[src/rtl/kgp_mul_pkg.sv]
`default_nettype none
// ============================================================================
// Module      : kgp_mul_pkg
// Description : Shared op encodings, FSM state codes and sizing constants
// Revision    : 1.0
// ============================================================================
package kgp_mul_pkg;

    localparam int WIDTH = 32;
    localparam int ITER  = 32;

    localparam logic [1:0] OP_MULU = 2'b00;
    localparam logic [1:0] OP_MUL  = 2'b01;
    localparam logic [1:0] OP_MFHI = 2'b10;
    localparam logic [1:0] OP_NOP  = 2'b11;

    localparam logic [1:0] ST_IDLE = 2'd0;
    localparam logic [1:0] ST_CALC = 2'd1;
    localparam logic [1:0] ST_FIX  = 2'd2;
    localparam logic [1:0] ST_DONE = 2'd3;

endpackage
`default_nettype wire

[src/rtl/mul_unit_if.sv]
`default_nettype none
// ============================================================================
// Module      : mul_unit_if
// Description : Issue and register-file write bundle of the multiply unit
// Revision    : 1.0
// ============================================================================
interface mul_unit_if #(
    parameter int WIDTH      = 32,
    parameter int ADDR_WIDTH = 5
);
    logic                  start;
    logic [1:0]            op;
    logic [WIDTH-1:0]      srcA;
    logic [WIDTH-1:0]      srcB;
    logic [ADDR_WIDTH-1:0] destAddr;
    logic                  busy;
    logic                  done;
    logic                  writeEnable;
    logic [ADDR_WIDTH-1:0] writeAddr;
    logic [WIDTH-1:0]      writeData;
    logic [WIDTH-1:0]      hi;

    modport master (
        output start, op, srcA, srcB, destAddr,
        input  busy, done, writeEnable, writeAddr, writeData, hi
    );

    modport slave (
        input  start, op, srcA, srcB, destAddr,
        output busy, done, writeEnable, writeAddr, writeData, hi
    );
endinterface
`default_nettype wire

[src/rtl/seq_mul_core.sv]
`default_nettype none
// ============================================================================
// Module      : seq_mul_core
// Description : Unsigned radix-2 shift-add multiply engine, one bit per step
// Revision    : 1.0
// ============================================================================
module seq_mul_core #(
    parameter int WIDTH  = 32,
    parameter int N_ITER = 32
) (
    input  wire logic               clk,
    input  wire logic               rst,
    input  wire logic               load,
    input  wire logic               step,
    input  wire logic [WIDTH-1:0]   a,
    input  wire logic [WIDTH-1:0]   b,
    output logic      [2*WIDTH-1:0] product,
    output logic                    last
);
    localparam int             CW     = $clog2(N_ITER);
    localparam logic [CW-1:0]  c_last = CW'(N_ITER - 1);

    logic [WIDTH:0]   r_acc;
    logic [WIDTH-1:0] r_mplr;
    logic [WIDTH-1:0] r_mcand;
    logic [CW-1:0]    r_cnt;
    logic [WIDTH:0]   w_sum;

    assign w_sum = r_acc + {1'b0, (r_mplr[0] ? r_mcand : '0)};

    // {acc, mplr} shifts right as one register; the low product bits fill mplr
    always_ff @(posedge clk) begin
        if (!rst) begin
            r_acc   <= '0;
            r_mplr  <= '0;
            r_mcand <= '0;
            r_cnt   <= '0;
        end else if (load) begin
            r_acc   <= '0;
            r_mplr  <= b;
            r_mcand <= a;
            r_cnt   <= '0;
        end else if (step) begin
            r_acc   <= {1'b0, w_sum[WIDTH:1]};
            r_mplr  <= {w_sum[0], r_mplr[WIDTH-1:1]};
            r_cnt   <= r_cnt + 1'b1;
        end
    end

    assign product = {r_acc[WIDTH-1:0], r_mplr};
    assign last    = (r_cnt == c_last);
endmodule
`default_nettype wire

[src/rtl/mul_unit.sv]
`default_nettype none
// ============================================================================
// Module      : mul_unit
// Description : Iterative signed/unsigned multiply with HI register and MFHI
// Revision    : 1.0
// ============================================================================
module mul_unit
    import kgp_mul_pkg::*;
#(
    parameter int WIDTH      = 32,
    parameter int ADDR_WIDTH = 5
) (
    input  wire logic   clk,
    input  wire logic   rst,
    mul_unit_if.slave   bus
);
    logic [1:0]            r_state;
    logic                  r_neg;
    logic                  r_busy;
    logic                  r_done;
    logic                  r_we;
    logic [ADDR_WIDTH-1:0] r_waddr;
    logic [WIDTH-1:0]      r_wdata;
    logic [WIDTH-1:0]      r_hi;

    logic                  w_is_mul;
    logic                  w_accept;
    logic                  w_load;
    logic                  w_step;
    logic                  w_last;
    logic [WIDTH-1:0]      w_mag_a;
    logic [WIDTH-1:0]      w_mag_b;
    logic [2*WIDTH-1:0]    w_prod;
    logic [2*WIDTH-1:0]    w_fixed;

    assign w_is_mul = (bus.op == OP_MUL);
    assign w_accept = bus.start && ((r_state == ST_IDLE) || (r_state == ST_DONE));
    assign w_load   = w_accept && !bus.op[1];
    assign w_step   = (r_state == ST_CALC);

    // Magnitudes stay unsigned, so the most negative operand maps cleanly
    assign w_mag_a = (w_is_mul && bus.srcA[WIDTH-1]) ? -bus.srcA : bus.srcA;
    assign w_mag_b = (w_is_mul && bus.srcB[WIDTH-1]) ? -bus.srcB : bus.srcB;

    seq_mul_core #(
        .WIDTH  (WIDTH),
        .N_ITER (ITER)
    ) u_core (
        .clk     (clk),
        .rst     (rst),
        .load    (w_load),
        .step    (w_step),
        .a       (w_mag_a),
        .b       (w_mag_b),
        .product (w_prod),
        .last    (w_last)
    );

    assign w_fixed = r_neg ? -w_prod : w_prod;

    always_ff @(posedge clk) begin
        if (!rst) begin
            r_state <= ST_IDLE;
            r_neg   <= 1'b0;
            r_busy  <= 1'b0;
            r_done  <= 1'b0;
            r_we    <= 1'b0;
            r_waddr <= '0;
            r_wdata <= '0;
            r_hi    <= '0;
        end else begin
            r_done <= 1'b0;
            r_we   <= 1'b0;
            case (r_state)
                ST_IDLE, ST_DONE: begin
                    if (w_accept) begin
                        r_waddr <= bus.destAddr;
                        case (bus.op)
                            OP_MULU, OP_MUL: begin
                                r_neg   <= w_is_mul && (bus.srcA[WIDTH-1] ^ bus.srcB[WIDTH-1]);
                                r_busy  <= 1'b1;
                                r_state <= ST_CALC;
                            end
                            OP_MFHI: begin
                                r_wdata <= r_hi;
                                r_done  <= 1'b1;
                                r_we    <= 1'b1;
                                r_state <= ST_DONE;
                            end
                            default: begin
                                r_wdata <= '0;
                                r_done  <= 1'b1;
                                r_state <= ST_DONE;
                            end
                        endcase
                    end else begin
                        r_state <= ST_IDLE;
                    end
                end
                ST_CALC: begin
                    if (w_last) begin
                        r_state <= ST_FIX;
                    end
                end
                ST_FIX: begin
                    r_wdata <= w_fixed[WIDTH-1:0];
                    r_hi    <= w_fixed[2*WIDTH-1:WIDTH];
                    r_done  <= 1'b1;
                    r_we    <= 1'b1;
                    r_busy  <= 1'b0;
                    r_state <= ST_DONE;
                end
                default: r_state <= ST_IDLE;
            endcase
        end
    end

    assign bus.busy        = r_busy;
    assign bus.done        = r_done;
    assign bus.writeEnable = r_we;
    assign bus.writeAddr   = r_waddr;
    assign bus.writeData   = r_wdata;
    assign bus.hi          = r_hi;
endmodule
`default_nettype wire

[src/flat_wrapper.sv]
// flat-port wrapper written by rule: the top's interface ports become plain ports
module mul_unit_flat import kgp_mul_pkg::*;
#(
    parameter int WIDTH      = 32,
    parameter int ADDR_WIDTH = 5
)
  (clk, rst, bus_start, bus_op, bus_srcA, bus_srcB, bus_destAddr, bus_busy, bus_done, bus_writeEnable, bus_writeAddr, bus_writeData, bus_hi);
  mul_unit_if #(.WIDTH(WIDTH), .ADDR_WIDTH(ADDR_WIDTH)) bus_i ();
  input  wire logic clk;
  input  wire logic rst;
  input wire logic [$bits(bus_i.start)-1:0] bus_start;
  input wire logic [$bits(bus_i.op)-1:0] bus_op;
  input wire logic [$bits(bus_i.srcA)-1:0] bus_srcA;
  input wire logic [$bits(bus_i.srcB)-1:0] bus_srcB;
  input wire logic [$bits(bus_i.destAddr)-1:0] bus_destAddr;
  output wire logic [$bits(bus_i.busy)-1:0] bus_busy;
  output wire logic [$bits(bus_i.done)-1:0] bus_done;
  output wire logic [$bits(bus_i.writeEnable)-1:0] bus_writeEnable;
  output wire logic [$bits(bus_i.writeAddr)-1:0] bus_writeAddr;
  output wire logic [$bits(bus_i.writeData)-1:0] bus_writeData;
  output wire logic [$bits(bus_i.hi)-1:0] bus_hi;
  assign bus_i.start = bus_start;
  assign bus_i.op = bus_op;
  assign bus_i.srcA = bus_srcA;
  assign bus_i.srcB = bus_srcB;
  assign bus_i.destAddr = bus_destAddr;
  assign bus_busy = bus_i.busy;
  assign bus_done = bus_i.done;
  assign bus_writeEnable = bus_i.writeEnable;
  assign bus_writeAddr = bus_i.writeAddr;
  assign bus_writeData = bus_i.writeData;
  assign bus_hi = bus_i.hi;
  mul_unit #(.WIDTH(WIDTH), .ADDR_WIDTH(ADDR_WIDTH)) u_core (.clk(clk), .rst(rst), .bus(bus_i));
endmodule
[config.mk]
export PLATFORM = sky130hd
export DESIGN_NAME = mul_unit_flat
export DESIGN_NICKNAME = d
export VERILOG_FILES = /design/src/rtl/kgp_mul_pkg.sv /design/src/rtl/mul_unit_if.sv /design/src/rtl/seq_mul_core.sv /design/src/rtl/mul_unit.sv /design/src/flat_wrapper.sv
export SDC_FILE = /design/constraint.sdc
export NUM_CORES = 1
export LEC_CHECK = 0
export ABC_AREA = 1
export CORE_UTILIZATION = 38
export DETAILED_ROUTE_END_ITERATION = 16
export MAX_ROUTING_LAYER = met4
export PLACE_DENSITY = 0.61
export SETUP_SLACK_MARGIN = 0.3
export SYNTH_ARGS = -nofsm -noshare
export SYNTH_HDL_FRONTEND = slang
export SYNTH_SLANG_ARGS = --single-unit
[constraint.sdc]
create_clock -name clk -period 3.5 [get_ports clk]
set_input_delay 0.7 -clock clk [delete_from_list [all_inputs] [get_ports clk]]
set_output_delay 0.7 -clock clk [all_outputs]
set_load 0.01 [all_outputs]
Word level (Yosys, flattened, before mapping):

Cells that the tools add are included.

* register bits: 176
* bits of input ports: 74
* output and inout port bits: 72
* word-level logic and storage cells: 69

* $add $sub $neg: 5
* equal/unequal tests: 10
* muxes and demuxes: 22
* bitwise operators: 2
* reductions and logical operators: 18

Operators by type and width (number)
* 32-bit 2-to-1 mux: 6
* 32-bit case mux with 2 select lines: 2
* 64-bit 2-to-1 mux: 1
* 32-bit negator: 2
* 64-bit negator: 1
* 32-bit by 32-bit adder with 33-bit output: 1
* 3-bit AND reduction: 3
* 2-bit == test, second input constant: 3
* 1-bit 2-to-1 mux: 6
* 2-bit 2-to-1 mux: 3
* 1-bit case mux with 2 select lines: 3
* 2-bit case mux with 3 select lines: 1
* 2-bit OR reduction: 3
* 5-bit by 1-bit adder with 5-bit output, second input constant: 1
* 5-bit == test, second input constant: 1
* 1-bit logical AND: 5
* 2-bit by 1-bit == test with 1-bit output, second input constant: 2
* 2-bit zero test: 2
* 2-bit by 1-bit inequality test with 1-bit output, second input constant: 2
* 2-bit inequality test, second input constant: 2
* 2-bit nonzero test: 2
* 2-bit AND reduction: 1
* 1-bit zero test: 1
* 1-bit logical OR: 1
* 2 further kinds: 2

Logic depth before layout (Yosys ltp):

* word-level depth: 5
* depth in mapped cells: 19
* depth with buffers taken out: 17

Cells and area by module:

Synthesis repeated with hierarchy kept, for this count alone.

* cell total of the unflattened synthesis: 2260
* area total of the unflattened synthesis: 13446.6 um^2

By module, submodules not included
* mul_unit: instances 1, cells an instance 1192, area an instance 6932.9 um^2, seq. area each 1501.4 um^2
* seq_mul_core: instances 1, cells an instance 1068, area an instance 6513.7 um^2, seq. area each 2021.9 um^2

Least setup slack after synthesis:

No wires, ideal clock.

* path kind: reg-to-reg
* from: register u_core.u_core.r_mplr[0]
* to: register u_core.u_core.r_acc[17]
* setup time: 115 ps
* data arrival time: 2290 ps
* data required time: 3385 ps
* setup slack: 1094 ps
* cell stages (with the launch flop): 19
* path buffers: 2
* period minus slack after synthesis: 2406 ps
* cells stage by stage: dfxtp_1 buf_2 clkbuf_1 nand2_1 inv_1 ha_1 inv_1 fa_1 nand3b_1 nand2_1 nand2_1 nand2_1 nand2_1 nand2_1 nand2_1 nand2_1 nor2_1 o21ai_0 inv_1

* cells in the longest elaborated chain, start to end: 2

Ends and longest elaborated chain
* start: declaration: line seq_mul_core.sv:24 `logic [WIDTH-1:0] r_mplr;`
* start signal: assignment: line seq_mul_core.sv:45 `r_mplr <= {w_sum[0], r_mplr[WIDTH-1:1]};`
* 32-bit 2-to-1 mux: line seq_mul_core.sv:29 `assign w_sum = r_acc + {1'b0, (r_mplr[0] ? r_mcand : '0)};`
* 32-bit by 32-bit adder with 33-bit output: line seq_mul_core.sv:29
* end signal: assignment: line seq_mul_core.sv:44 `r_acc <= {1'b0, w_sum[WIDTH:1]};`
* end: declaration: line seq_mul_core.sv:23 `logic [WIDTH:0] r_acc;`

Every way passes these cells.
A chain may end at the register's enable or synchronous reset.

Worst setup path after layout:

* from: register u_core.u_core.r_mplr[0]
* to: register u_core.u_core.r_acc[27]

The elaborated chain is that of the path after synthesis.

==> flow_summary.rst <==
.. list-table::
   :header-rows: 1

   * - Metric
     - Value
   * - Run status
     - finished clean
   * - CTS tree
     - yes
   * - Final setup violation count
     - 0
   * - Path type of the worst min-delay path
     - reg -> reg
   * - Vias in the first global route
     - 13,500
   * - Number of design rule violations left after detail routing
     - 0
   * - FMAX
     - 357 MHz
   * - Worst path bufs/invs
     - 2
   * - Total core area
     - 0.0328 sq mm
   * - Detailed Route WL
     - 46,700 um
   * - Cell types with the highest counts after synthesis
     - nand2_1, inv_1, nor2_1, a21oi_1, nand3_1
   * - Gate family responsible for the most delay along the worst path
     - simple AND/OR/NAND/NOR gates
   * - Multi-input combinational cell area
     - 0.00790 sq mm
   * - Layout cell share with drive strength beyond 1
     - 3.79%
   * - Adder-cell share of the synthesized area
     - 3.98%
   * - Final cycle utilization of the critical path
     - 80.0%
   * - Aggregate negative setup slack
     - 0 ns
   * - Synth Area in Simple Gates
     - 36.3%
   * - Row count
     - 66
   * - Worst path slowest cell
     - dfxtp_1
   * - Proportion of synthesized area in mux cells
     - 0%
   * - CTS Sinks
     - 176
   * - Classification of the worst setup path
     - reg -> reg
   * - Count of flip-flops with a built-in enable after synthesis
     - 0
   * - Worst VDD drop
     - 508 uV
   * - Number of nets produced by synthesis
     - 2,293
   * - First-pass GRT wire length
     - 73,400 um
   * - Cts hold-fix bufs
     - 0
   * - Max-slew violation total from the final report
     - 0
   * - Setup repair after global routing missed its margin
     - no
   * - Pre-Repair DR Iteration Count
     - 6
   * - Final hold viol count
     - 0
   * - Worst-path fanout max
     - 13
   * - Total of cells resized after clock tree synthesis
     - 0
   * - Worst Setup End Kind
     - flip-flop
   * - Area taken by flip-flops and latches
     - 0.00352 sq mm
   * - Via count of the routed design
     - 14,600
   * - Post-Synthesis Cells
     - 2,179
   * - Leak
     - 7.03 nW
   * - Total standard cell area after synthesis
     - 0.0128 sq mm
   * - Parity-gate share of the synthesized area counting xor and xnor cells
     - 2.74%
   * - Sequential fraction of the synthesis area
     - 27.6%
   * - Clock-pin slew of the registers on the worst-case setup and hold paths
     - 0.07 ns
   * - Data required time at the worst endpoint
     - 3.84 ns
   * - Maximum capacitance violations
     - 0
   * - Routability congestion estimate
     - 0.983
   * - Largest incremental delay on the critical path
     - 0.72 ns
   * - Number of nets with antenna violations after detailed routing
     - 0
   * - Yosys warning count
     - 0
   * - Combinational family with the most area after synthesis
     - simple AND/OR/NAND/NOR gates
   * - Worst skew pair latency
     - 0.45 ns
   * - Initial Util
     - 39.0%
   * - Crit path time final
     - 2.80 ns
   * - Pin count of the biggest net entering global routing
     - 84
   * - Detailed placer's ending HPWL
     - 37,000 um
   * - Initial antenna violation count
     - 0
   * - Global routing usage summed across all routing layers
     - 28.3%
   * - Setup ws final
     - 0.701 ns
   * - Mean routed wirelength per cell
     - 17.1 um
   * - Final Net Count
     - 2,395
   * - Post-Place Setup Slack
     - 0.505 ns
   * - Largest buffer count on any clock path
     - 2
   * - PortBufs
     - 145
   * - Worst clock skew
     - 0.0141 ns
   * - Remaining global-route overflow
     - 0
   * - Top cell by count, worst path
     - nand2_1
   * - Post-layout total power
     - 0.0103 W
   * - Number of buffers added for setup after CTS
     - 0
   * - ANT cells
     - 0
   * - Biggest area consumer among synthesized cells
     - dfxtp_1
   * - Via count normalized by instance count
     - 5.33
   * - Deepest level of the CTS H-tree
     - 4
   * - Finished Cell Area
     - 0.0152 sq mm
   * - Critical Path, Cell by Cell
     - nand2_1, inv_1, ha_1, inv_1, fa_1, nand3b_1, nand2_1, nand2_1, nand2_1, nand2_1, nand2_1, nand2_1, nand3_1, nand2_1, nor2_1, nor2_1
   * - Detailed Route Iter0 Violations
     - 1,269
   * - Dominant register cell in the synthesized netlist
     - dfxtp_1
   * - Chip width
     - 185 um
   * - Most used standard cell by instance count after synthesis
     - nand2_1
   * - Data arrival time of the critical path
     - 3.14 ns
   * - I/O pin count
     - 146
   * - Portion of synthesized cell area occupied by the leading cell type
     - 27.6%
   * - Total die area
     - 0.0343 sq mm
   * - Filler Cell Count
     - 3,506
   * - Synthesized flop and latch total
     - 176
   * - PD cells
     - 675 mW/mm^2
   * - Area fraction in compound gates after synthesis
     - 18.8%
   * - Synth cell types
     - 42
   * - Cell chosen for the clock root
     - clkbuf_16
   * - Area post-placement
     - 0.0146 sq mm
   * - Category of the worst setup path launch point
     - flip-flop
   * - Slew at the pin closest to its max-slew limit
     - 1.23 ns
   * - Area contributors post-synth
     - dfxtp_1, nand2_1, a21oi_1, nand3_1, inv_1
   * - Post-Place Cells
     - 2,704
   * - Syn avg cell area
     - 5.86 sq um
   * - Final cell count without fillers
     - 2,736
   * - Cts bufs inserted
     - 17
   * - Die extent in y
     - 185 um
   * - Worst slew slack as a fraction of its limit
     - 18.0%
   * - Post-synth ARST share
     - 0%
   * - Layout Area Growth over Synthesis
     - 19.2%
-- power breakdown --
part	leakage (nW)	total, W	internal (W)	switching, W
registers	1.44	0.00313	0.00254	0.000592
logic	5.29	0.00506	0.00176	0.00330
clock network	0.295	0.00209	0.00115	0.000939
total	7.03	0.0103	0.00545	0.00483
-- cell usage in the layout, fill, tap and decap left out, drive strengths merged, types with 24 or more instances in the layout --
master / count
a21oi: 212
a31oi: 37
clkdlybuf4s50: 145
dfxtp: 176
ha: 39
inv: 276
nand2: 613
nand3: 198
nand4: 29
nor2: 230
nor3: 24
o21ai: 187
xor2: 33
-- per-stage QoR --
step | util [%] | hold WS (ns)
4_1_cts | 46.4 | 0.454
3_3_place_gp | 44.5 | 0.441
3_5_place_dp | 44.5 | 0.441
2_1_floorplan | - | 0.417
6_report | 46.4 | 0.453
5_1_grt | 46.4 | 0.465
-- tightest hold or removal path: cells and delay by family (launching register included) --
family	cells	cell delay, ns
flip-flops	1	0.31
AND/OR/NAND/NOR	2	0.10
-- final cells by class --
type,instances,share of cell area (%)
clock buffer,17,2.79
clock inverter,15,1.32
inverter,272,6.71
multi-input combinational,1649,51.9
sequential,176,23.1
tap,442,3.63
timing repair buffer,165,10.5
-- registers in the layout (all words and copies together), names as in the netlist --
| signal | count |
|---|---|
| u_core.bus.busy | 1 |
| u_core.bus.done | 1 |
| u_core.bus.hi | 32 |
| u_core.bus.writeAddr | 5 |
| u_core.bus.writeData | 32 |
| u_core.bus.writeEnable | 1 |
| u_core.r_neg | 1 |
| u_core.r_state | 2 |
| u_core.u_core.r_acc | 32 |
| u_core.u_core.r_cnt | 5 |
| u_core.u_core.r_mcand | 32 |
| u_core.u_core.r_mplr | 32 |
-- layer usage --
metal / track usage (%) / routed length (um) / vias to the layer above
met4: 7.83 / 1050 / 0
li1: - / - / 7335
met3: 3.03 / 2460 / 63
met2: 47.2 / 22000 / 467
met5: - / 0 / -
met1: 36.1 / 21200 / 6713
-- logic make-up (layout without fill, tap and decap cells) --
| logic type | Yosys count | after routing |
|---|---|---|
| flip-flops | 176 | 176 |
| XOR/XNOR | 40 | 40 |
| adder cells (fa/ha/maj) | 40 | 40 |
| AND/OR/NAND/NOR | 1112 | 1112 |
| buffers and inverters | 354 | 469 |
| AO/OA/AOI/OAI | 457 | 457 |
-- worst paths after layout --
kind	slack [ns]	depth (start not counted)	to	start
max	0.70	16	u_core.u_core.r_acc[27]	u_core.u_core.r_mplr[0]
min	0.45	2	u_core.u_core.r_mcand[30]	u_core.u_core.r_mcand[30]
max reg2reg	0.70	16	u_core.u_core.r_acc[27]	u_core.u_core.r_mplr[0]
min reg2reg	0.45	2	u_core.u_core.r_mcand[30]	u_core.u_core.r_mcand[30]
Note: power is estimated with default switching activity, not from simulation.
